### config.mk
export PLATFORM = sky130hd
export DESIGN_NAME = id_ex_skid_reg
export DESIGN_NICKNAME = d
export VERILOG_FILES = /design/src/rtl/id_ex_skid_reg.sv
export SDC_FILE = /design/constraint.sdc
export NUM_CORES = 1
export LEC_CHECK = 0
export CELL_PAD_IN_SITES_DETAIL_PLACEMENT = 1
export CELL_PAD_IN_SITES_GLOBAL_PLACEMENT = 1
export CORE_UTILIZATION = 42
export CTS_BUF_LIST = sky130_fd_sc_hd__clkbuf_8 sky130_fd_sc_hd__clkbuf_16
export DETAILED_ROUTE_END_ITERATION = 12
export HOLD_SLACK_MARGIN = 0.05
export MAX_ROUTING_LAYER = met4
export PLACE_DENSITY = 0.84
export SYNTH_ARGS = -nofsm -noshare
export SYNTH_HDL_FRONTEND = slang
export SYNTH_SLANG_ARGS = --single-unit
export TNS_END_PERCENT = 20
### constraint.sdc
create_clock -name clkIn -period 4.2 [get_ports clkIn]
set_input_delay 0.84 -clock clkIn [delete_from_list [all_inputs] [get_ports clkIn]]
set_output_delay 0.84 -clock clkIn [all_outputs]
set_load 0.05 [all_outputs]
### src/rtl/id_ex_skid_reg.sv
// ID/EX elastic pipeline stage: valid/ready handshake with a two-entry skid
// buffer (main entry drives the outputs, skid entry absorbs one beat of
// execute back-pressure), synchronous bubble-inserting flush, and a
// saturating back-pressure cycle counter.
module id_ex_skid_reg #(
  parameter int XLEN   = 32,
  parameter int RD_W   = 5,
  parameter int CTRL_W = 12,
  parameter int CNT_W  = 16
) (
  input  logic              clkIn,
  input  logic              resetn,
  input  logic              flush,
  input  logic              inValid,
  output logic              inReady,
  input  logic [RD_W-1:0]   rdIn,
  input  logic [XLEN-1:0]   AddrIn,
  input  logic [XLEN-1:0]   ImmIn,
  input  logic [XLEN-1:0]   Data1In,
  input  logic [XLEN-1:0]   Data2In,
  input  logic [CTRL_W-1:0] ctrSignalsIn,
  output logic              outValid,
  input  logic              outReady,
  output logic [RD_W-1:0]   rdOut,
  output logic [XLEN-1:0]   AddrOut,
  output logic [XLEN-1:0]   ImmOut,
  output logic [XLEN-1:0]   Data1Out,
  output logic [XLEN-1:0]   Data2Out,
  output logic [CTRL_W-1:0] ctrSignalsOut,
  output logic [CNT_W-1:0]  stallCount
);

  typedef struct packed {
    logic [RD_W-1:0]   rd;
    logic [XLEN-1:0]   addr;
    logic [XLEN-1:0]   imm;
    logic [XLEN-1:0]   d1;
    logic [XLEN-1:0]   d2;
    logic [CTRL_W-1:0] ctrl;
  } payload_t;

  typedef enum logic [1:0] {EMPTY, ONE, FULL} state_t;

  localparam logic [CNT_W-1:0] CNT_MAX = '1;

  state_t     state;
  payload_t   main_q, skid_q, in_pl;
  logic       main_vld, skid_vld, rdy_q;
  logic       in_fire, out_fire;
  logic [CNT_W-1:0] stall_q;

  assign in_pl    = '{rd: rdIn, addr: AddrIn, imm: ImmIn, d1: Data1In,
                      d2: Data2In, ctrl: ctrSignalsIn};
  assign in_fire  = inValid & rdy_q;
  assign out_fire = main_vld & outReady;

  // Handshake FSM; valid/ready flags are registered alongside the state so
  // inReady never depends combinationally on outReady.
  always_ff @(posedge clkIn or negedge resetn) begin
    if (!resetn) begin
      state    <= EMPTY;
      main_vld <= 1'b0;
      skid_vld <= 1'b0;
      rdy_q    <= 1'b1;
      main_q   <= '0;
      skid_q   <= '0;
    end else if (flush) begin
      // Bubble: all-zero payload/control, any incoming beat is dropped.
      state    <= EMPTY;
      main_vld <= 1'b0;
      skid_vld <= 1'b0;
      rdy_q    <= 1'b1;
      main_q   <= '0;
      skid_q   <= '0;
    end else begin
      case (state)
        EMPTY: begin
          if (in_fire) begin
            main_q   <= in_pl;
            main_vld <= 1'b1;
            state    <= ONE;
          end
        end
        ONE: begin
          if (in_fire && out_fire) begin
            main_q <= in_pl;
          end else if (in_fire) begin
            skid_q   <= in_pl;
            skid_vld <= 1'b1;
            rdy_q    <= 1'b0;
            state    <= FULL;
          end else if (out_fire) begin
            // Payload is left as-is; consumers qualify with outValid.
            main_vld <= 1'b0;
            state    <= EMPTY;
          end
        end
        FULL: begin
          if (out_fire) begin
            main_q   <= skid_q;
            skid_vld <= 1'b0;
            rdy_q    <= 1'b1;
            state    <= ONE;
          end
        end
        default: begin
          state    <= EMPTY;
          main_vld <= 1'b0;
          skid_vld <= 1'b0;
          rdy_q    <= 1'b1;
        end
      endcase
    end
  end

  // Saturating count of cycles where execute stalls a valid output; only
  // reset clears it.
  always_ff @(posedge clkIn or negedge resetn) begin
    if (!resetn)
      stall_q <= '0;
    else if (main_vld && !outReady && stall_q != CNT_MAX)
      stall_q <= stall_q + 1'b1;
  end

  assign inReady       = rdy_q;
  assign outValid      = main_vld;
  assign rdOut         = main_q.rd;
  assign AddrOut       = main_q.addr;
  assign ImmOut        = main_q.imm;
  assign Data1Out      = main_q.d1;
  assign Data2Out      = main_q.d2;
  assign ctrSignalsOut = main_q.ctrl;
  assign stallCount    = stall_q;

endmodule

==> results of run 1 <==
[path summary, 6_finish.rpt]
check	from	endpoint	slack (ns)
setup / recovery	inReady$_DFFE_PN1P_	inReady	1.42
hold / removal	resetn	Data1Out[3]$_DFFE_PN0P_	0.33
setup reg to reg	state[1]$_DFFE_PN0P_	AddrOut[15]$_DFFE_PN0P_	1.92
hold reg to reg	rdOut[3]$_DFFE_PN0P_	rdOut[3]$_DFFE_PN0P_	0.48
max in group asynchronous	resetn	inReady$_DFFE_PN1P_	2.91
min in group clkIn	rdOut[3]$_DFFE_PN0P_	rdOut[3]$_DFFE_PN0P_	0.48
[layer usage]
layer	track usage, %	wire length (um)	vias to the layer above	share of wire, %
met3	4.27	2130	85	5.0
li1	-	-	5233	-
met1	32.3	17400	5839	41
met2	42.8	21200	304	50
met4	11.0	1480	0	3.5
met5	-	0	-	0
[registers in the layout, summed over array words and instances (netlist names)]
register and count:
outValid 1, AddrOut 32, skid_q 145, ctrSignalsOut 12, rdOut 5, ImmOut 32, Data1Out 32, inReady 1
stallCount 16, state 2, Data2Out 32
[logic make-up after synthesis]
logic type      Yosys count  synth area share [%]
simple gates            485                  13.8
flops                   310                  56.4
compound gates          301                  13.8
mux                     148                  10.8
buf+inv                 115                  4.21
xor+xnor                 14                 0.891
fa+ha+maj                 1                0.0909
[report_power, final]
part	switching [mW]	internal [mW]	leakage (nW)
combinational	1.58	0.789	2.57
sequential	0.224	3.29	4.16
clock	1.22	1.78	0.606
[through the flow]
stage                     cell area (sq um)  cells  worst slack (ns)
after floorplan                       13800   1374              2.09
after global placement                17100   2021              1.25
after detailed placement              17100   2021              1.21
after CTS                             18200   2083              1.39
after global routing                  18200   2090              1.39
final                                 18200   2090              1.42
[cell type report]
cell class / count / area [sq um]
Antenna cell: 7 / 17.5
Clock buffer: 41 / 981
Clock inverter: 21 / 143
Fill cell: 3503 / 13600
Inverter: 1 / 3.75
Multi-Input combinational cell: 949 / 5450
Sequential cell: 310 / 7760
Tap cell: 435 / 544
Timing Repair Buffer: 326 / 3340
[layout by cell type, fill, tap and decap left out, types with 2 or more instances in the layout]
master / n
o21bai_1: 2
clkbuf_16: 37
buf_12: 8
nand3_1: 7
o31ai_1: 145
nor2_1: 8
bufinv_16: 2
mux2i_1: 146
xor2_1: 9
dfrtp_1: 309
clkinv_2: 5
diode_2: 7
xnor2_1: 5
nand2_1: 445
mux2_2: 2
clkbuf_8: 4
inv_1: 14
buf_8: 2
nor3_1: 5
clkdlybuf4s50_1: 310
nand4_1: 5
and3_1: 2
a21oi_1: 149
buf_4: 6
==> impl_metrics.py, run 1 <==
metrics = {
    "worst_setup_path": {
        "cp_max_fo": 5,
        "slowest_stage": "clkdlybuf4s50_1",
        "critPathArrivalTime_ns": 1.94,
        "reg2regPathDepth": 4,
        "crit_chain": "clkdlybuf4s50_1",
        "crit_buf_inv": 1,
        "startpoint_type": "register",
        "slowest_delay_ns": 0.87,
        "worstSetupPathDepth": 1,
        "path_class": "register to output pin",
        "worstPathRequired_ns": 3.36,
        "worst_setup_path_end_kind": "output pin",
        "crit_family": "buffers and inverters",
    },
    "floorplanning": {
        "dieHeight_um": 183,
        "initial_core_util_pct": 43.2,
        "die_area_sq_mm": 0.0335,
        "num_io_pins": 313,
        "die_w_um": 183,
        "rows": 65,
        "coreArea_sq_mm": 0.0319,
    },
    "yosys": {
        "synth_top_area_share_pct": 56.2,
        "yosysMostFrequentCell": "nand2_1",
        "syn_nets": 1525,
        "synth_flop_cell": "dfrtp_1",
        "synth_edf_count": 0,
        "async_reset_ff_share_pct": 100,
        "synth-seq-cells": 310,
        "synthesis.yosys.warnings": 0,
        "synth_cell_type_count": 37,
        "syn_area_sq_mm": 0.0138,
        "yosys.area.top_type": "dfrtp_1",
        "synthTopCellsByArea": "dfrtp_1 56%, nand2_1 12%, mux2i_1 11%, o31ai_1 7.9%, a21oi_1 5.4%",
        "avgSynthCellArea_sq_um": 10.0,
        "syn_inst": 1374,
        "ys_seq_area_share_pct": 56.4,
        "synth_common_cells": "446 x nand2_1, 309 x dfrtp_1, 149 x a21oi_1",
    },
    "timing": {
        "finalSetupTns_ns": 0,
        "timing.final.crit_share_pct": 66.3,
        "rsz0062_at_grt": "no",
        "period_minus_slack_ns": 2.78,
        "fin_skew_ns": 0.0183,
        "hold_viol_final": 0,
        "slew_violations": 0,
        "clock.fmax_mhz": 359,
        "slew_headroom_pct": 24.8,
        "finalSetupViolCount": 0,
        "whs_ns": 0.328,
        "worst_slew_pin_slew_ns": 1.13,
    },
    "placed_design": {
        "detailed_place_hpwl_um": 26000,
        "place_congestion": 0.811,
        "io_buffers": 312,
    },
    "clock_tree": {
        "cts-root-buf": "clkbuf_16",
        "clock-sinks": 310,
        "cts_buffer_depth": 3,
        "cts_hold_buf": 0,
        "post_cts.repair.setup_buffers": 0,
        "clk_pin_slew_ns": 0.06,
        "tritoncts": "yes",
        "cts_max_level": 2,
        "cts-buffers-inserted": 36,
        "cts_resized": 0,
        "clock_latency_ns": 0.51,
    },
    "global_routing": {
        "grt_pass1_wl_um": 67500,
        "overflow": 0,
        "grt_pass1_vias": 12300,
        "antenna_found_initial": 7,
        "grt_max_degree": 155,
        "grt.total_usage_pct": 26.2,
    },
    "cells_and_area": {
        "fin_util_pct": 57.2,
        "synthToLayoutAreaGrowth_pct": 32.6,
        "fin_nets": 1775,
        "layout-drive-gt1-share_pct": 4.49,
    },
    "detailed_routing": {
        "drtIter0Drc": 673,
        "wire_per_inst_um": 20.2,
        "route.detailed.drc": 0,
        "wirelength_um": 42300,
        "ant_nets": 0,
        "first_pass_iters": 7,
        "vias": 11500,
        "viasPerCell": 5.48,
    },
    "power_and_ir_drop": {
        "vdd_ir_drop_max_mv": 0.230,
        "power_density_mw_per_mm2": 487,
        "total_power_mw": 8.88,
        "leakage_nw": 7.33,
    },
    "worst_hold_path": {
        "hp-class": "primary input to asynchronous set/reset pin",
    },
    "status": {
        "status": "finished clean",
    },
    "flow_run": {
        "maxCapViolCount": 0,
    },
}
Note: power is estimated with default switching activity, not from simulation.
==> run 2, diff against run 1 <==
CORE_UTILIZATION = 35   (was 42)
PLACE_DENSITY = 0.75   (was 0.84)
clock period = 2.35 ns   (was 4.2 ns; I/O delays follow)
==> run 2 against run 1 <==
Effect of this change: count of clock-buffer cells in the layout grew 5; clock power grew 78%; non-clock buffer count grew 32; register-to-register slack lost 1.5 ns; core utilization shrank 8.6 points; wire length shrank 0.46%.
==> impl_metrics.py, run 2 (synthesis results as in run 1) <==
metrics = {
    "worst_setup_path": {
        "slowest_stage": "clkdlybuf4s50_1",
        "cp_max_fo": 5,
        "reg2regPathDepth": 5,
        "worstSetupPathDepth": 1,
        "critPathArrivalTime_ns": 1.80,
        "crit_chain": "clkdlybuf4s50_1",
        "path_class": "register to output pin",
        "crit_family": "buffers and inverters",
        "slowest_delay_ns": 0.84,
        "worstPathRequired_ns": 1.88,
        "crit_buf_inv": 1,
        "worst_setup_path_end_kind": "output pin",
        "startpoint_type": "register",
    },
    "timing": {
        "rsz0062_at_grt": "no",
        "worst_slew_pin_slew_ns": 0.622,
        "period_minus_slack_ns": 2.27,
        "slew_headroom_pct": 58.4,
        "timing.final.crit_share_pct": 96.7,
        "finalSetupTns_ns": 0,
        "finalSetupViolCount": 0,
        "fin_skew_ns": 0.00890,
        "slew_violations": 0,
        "hold_viol_final": 0,
        "clock.fmax_mhz": 440,
    },
    "cells_and_area": {
        "nFillCells": 4303,
        "synthToLayoutAreaGrowth_pct": 36.8,
        "final_common_cell": "nand2_1",
        "regMostFlops": "skid_q",
        "largest_reg_flops": 145,
        "fin_cells": 2205,
        "final_cell_mix": "445 x nand2_1, 309 x dfrtp_1, 300 x clkdlybuf4s50_1, 149 x a21oi_1, 146 x mux2i_1",
        "layout-drive-gt1-share_pct": 6.54,
        "fin_nets": 1808,
    },
    "clock_tree": {
        "cts-root-buf": "clkbuf_16",
        "tritoncts": "yes",
        "cts_max_level": 2,
        "cts_buffer_depth": 3,
        "clock-sinks": 310,
        "clk_pin_slew_ns": 0.06,
        "post_cts.repair.setup_buffers": 0,
        "clock_latency_ns": 0.53,
        "cts-buffers-inserted": 37,
    },
    "global_routing": {
        "grt_pass1_vias": 12400,
        "antenna_found_initial": 6,
        "overflow": 0,
        "grt.total_usage_pct": 21.8,
        "grt_max_degree": 134,
        "grt_pass1_wl_um": 68300,
    },
    "placed_design": {
        "place_congestion": 0.794,
        "detailed_place_hpwl_um": 27200,
        "dp.cells": 2135,
        "io_buffers": 312,
    },
    "detailed_routing": {
        "route.detailed.drc": 0,
        "ant_nets": 0,
        "drtIter0Drc": 511,
        "viasPerCell": 5.15,
        "wire_per_inst_um": 19.1,
        "first_pass_iters": 4,
        "vias": 11400,
        "wirelength_um": 42100,
    },
    "worst_hold_path": {
        "hp-class": "primary input to register",
        "whs_path_depth": 2,
    },
    "status": {
        "status": "finished clean",
    },
    "flow_run": {
        "maxCapViolCount": 0,
    },
    "floorplanning": {
        "initial_core_util_pct": 35.5,
        "die_area_sq_mm": 0.0401,
        "dieHeight_um": 200,
        "die_w_um": 200,
        "num_io_pins": 313,
        "rows": 72,
        "coreArea_sq_mm": 0.0387,
    },
    "power_and_ir_drop": {
        "power_density_mw_per_mm2": 850,
        "vdd_ir_drop_max_mv": 0.569,
        "leakage_nw": 7.67,
    },
}
run 2: path summary, 6_finish.rpt:
check	slack, ns	to	start
hold / removal	0.32	skid_q[69]$_DFFE_PN0P_	flush
setup / recovery	0.08	stallCount[9]	stallCount[9]$_DFFE_PN0P_
hold reg to reg	0.47	Data1Out[0]$_DFFE_PN0P_	Data1Out[0]$_DFFE_PN0P_
setup reg to reg	0.47	AddrOut[14]$_DFFE_PN0P_	state[1]$_DFFE_PN0P_
min in group asynchronous	0.44	skid_q[38]$_DFFE_PN0P_	resetn
max in group asynchronous	1.12	Data2Out[9]$_DFFE_PN0P_	resetn
run 2: cell type report:
cell class	instances	area (sq um)	share of cell area, %
diodes	6	15.0	0.0798
clock buffers	46	1050	5.58
well taps	518	648	3.44
inverters	1	3.75	0.0199
clock inverters	17	75.1	0.399
repair buffers	358	3820	20.3
multi-input cells	949	5450	29.0
flip-flops and latches	310	7760	41.2
run 2: what timing repair did:
item                       4_1_cts  5_1_grt
gates resized for setup          3        5
hold endpoints to repair        36        0
setup endpoints to repair        3        5
hold buffers                     1        0
pin swaps                        0        0
cloned                           0        0
run 2: worst reg2reg max path, stage by stage (launching register included):
cell	delay (ns)
dfrtp_1	0.47
nor2b_4	0.31
buf_12	0.31
buf_4	0.30
mux2i_1	0.26
o31ai_1	0.09
run 2: per-stage QoR:
step / worst slack, ns / hold WS (ns) / instance area [sq um] / power [mW] / util [%]
detailed placement: 0.0799 / 0.404 / 17700 / 10.8 / 45.6
CTS: 0.0103 / 0.300 / 18800 / 16.2 / 48.5
floorplan: 0.391 / 0.174 / 13800 / 8.92 / -
global placement: 0.135 / 0.396 / 17700 / 10.7 / 45.6
global route: 0.00490 / 0.323 / 18800 / 16.7 / 48.6
finish: 0.0782 / 0.322 / 18800 / 16.0 / 48.6
run 2: layer usage:
layer	track usage, %	up-vias	part of all wire [%]
met1	25.9	5747	42
met5	-	-	0
met2	35.6	236	49
met4	9.65	0	3.5
met3	4.52	90	5.0
li1	-	5282	-
run 2: power by group:
part | switching, mW | internal [mW]
logic | 2.86 | 1.55
clock network | 2.21 | 3.13
registers | 0.367 | 5.88
total | 5.44 | 10.6
==> edit (config.mk and constraints of run 2) <==
`CTRL_W`: 12 -> 16.
--- a/src/rtl/id_ex_skid_reg.sv
+++ b/src/rtl/id_ex_skid_reg.sv
@@ -5,7 +5,7 @@
 module id_ex_skid_reg #(
   parameter int XLEN   = 32,
   parameter int RD_W   = 5,
-  parameter int CTRL_W = 12,
+  parameter int CTRL_W = 16,
   parameter int CNT_W  = 16
 ) (
   input  logic              clkIn,
Interface: changed (resized ctrSignalsIn and ctrSignalsOut); port bits go from 313 to 321. No check against the original RTL was run, so the function may have changed too.
==> edit against run 2 <==
- cell count rose by 2.8%
- first-iteration DRC count rose by 1.4%
- worst setup slack got worse by 16 ps
- non-clock buffer count rose by 16
- sequential cell count rose by 8
- sequential power rose by 3%
- routed wire length rose by 3.4%
- synthesized area rose by 2.7%
- combinational power rose by 3%
- final area rose by 3.5%
- count of clock-buffer cells in the layout rose by 5
- utilization rose by 0.42 points
- power rose by 5.3%
- die area rose by 2.7%
- critical path type unchanged
==> edit: results (changes against run 2) <==
Setup Skew - 7.799 ps (was 8.902 ps)
Top cells by area, synth - dfrtp_1, nand2_1, mux2i_1 (unchanged)
Switching fraction of total power - 33.51% (was 34.00%)
VDD IR max - 0.4638 mV (was 0.5693 mV)
Most frequent cells after synthesis - nand2_1, dfrtp_1, a21oi_1 (unchanged)
Placer Congestion - 0.7883 (was 0.7937)
Wirelength per Cell - 19.20 um (was 19.09 um)
IO Port Bufs - 320 (was 312)
Vias in the first global route - 12310 (was 12440)
Hold Crit Class - input port to flop (unchanged)
Initial antenna violation count - 8 (was 6)
Global-route wire length before repair - 69050 um (was 68340 um)
Pre-CTS setup slack - -64.02 ps (was 79.85 ps)
Largest net degree at the start of global routing - 138 (was 134)
Largest register FFs - 149 (was 145)
Placed instance area - 0.01818 sq mm (was 0.01767 sq mm)
Register area share after synthesis - 56.34% (was 56.39%)
HPWL Detailed - 28890 um (was 27220 um)
Reg-to-Reg Start - stallCount[0] (was state[1])
Total number of vias - 11650 (was 11360)
Worst Tran Pin Value - 766.4 ps (was 622.1 ps)
Layout net count - 1861 (was 1808)
CTS root buf - clkbuf_16 (unchanged)
Critical Path AT - 1820 ps (was 1800 ps)
WHS Path Cells - 5 (was 2)
Critical path origin - stallCount[4] (was stallCount[9])
Total CTS buffers - 38 (was 37)
Status - completed (unchanged)
Layout cells sized above 1 - 7.155% (was 6.544%)
Synthesized Nets - 1564 (was 1525)
Leakage - 7.911 nW (was 7.669 nW)
Global Route Usage Sum - 21.81% (was 21.77%)
edit: cell count changes in the layout (fill, tap and decap cells not counted), moves of 2 or more:
cell             delta
clkbuf_16           +4
dfrtp_1             +8
inv_1               -3
buf_12              +2
clkinv_2            +2
nand2_1            +12
diode_2             +2
a21oi_1             +4
buf_4               +5
mux2i_1             +4
clkdlybuf4s50_1    +10
dlymetal6s2s_1      -2
o31ai_1             +4
edit: routing by layer:
metal  GRT usage, %  vias up  routed length, um
met2          35.43      251              21750
met5              -        -                  0
li1               -     5448                  -
met4          9.049        0               1306
met1          26.64     5878              18450
met3          4.109       76               2000
edit: power groups by stage:
stage | clock, W | sequential [W] | combinational, W
3_3_place_gp | 0 | 0.00649 | 0.00451
5_1_grt | 0.00625 | 0.00650 | 0.00483
3_5_place_dp | 0 | 0.00652 | 0.00461
6_report | 0.00587 | 0.00643 | 0.00455
4_1_cts | 0.00605 | 0.00643 | 0.00461
2_1_floorplan | 0 | 0.00784 | 0.00133
edit: logic make-up after synthesis:
group                      Yosys count  synth area share, %
muxes                              152                10.79
AOI/OAI and AO/OA                  309                13.81
buffers and inverters              118                4.304
DFF                                318                56.34
xor gates and xnor gates            14               0.8680
adders and majority gates            1              0.08855
and+or+nand+nor                    497                13.81
edit: through the flow:
step | instances | setup TNS, ps
after floorplan | 1409 | 0
after global placement | 2190 | 0
after detailed placement | 2190 | -2006
after CTS | 2258 | 0
after global routing | 2266 | 0
final | 2266 | 0
edit: what timing repair did:
action / CTS / global route
hold buffers: 1 / 0
endpoints found under the setup margin: 4 / 3
resized for setup: 4 / 3
hold endpoints to repair: 42 / 0
pin swaps: 0 / 0
setup buffers: 0 / 0
edit: final timing paths:
kind                            slack, ps                 to
worst max-delay path                   60      stallCount[4]
worst min-delay path                  440        AddrOut[30]
worst max register to register        380      stallCount[1]
worst min register to register        470         ImmOut[18]
max in group asynchronous            1100         AddrOut[9]
min in group asynchronous             460  ctrSignalsOut[11]
edit: layout make-up:
type	instances	area, sq um
repair buffers	374	3984
clock inverters	16	95.09
clock buffers	51	1164
multi-input cells	973	5593
flip-flops and latches	318	7959
well taps	525	656.9
inverters	1	3.754
diodes	8	20.02
fillers	4365	20260
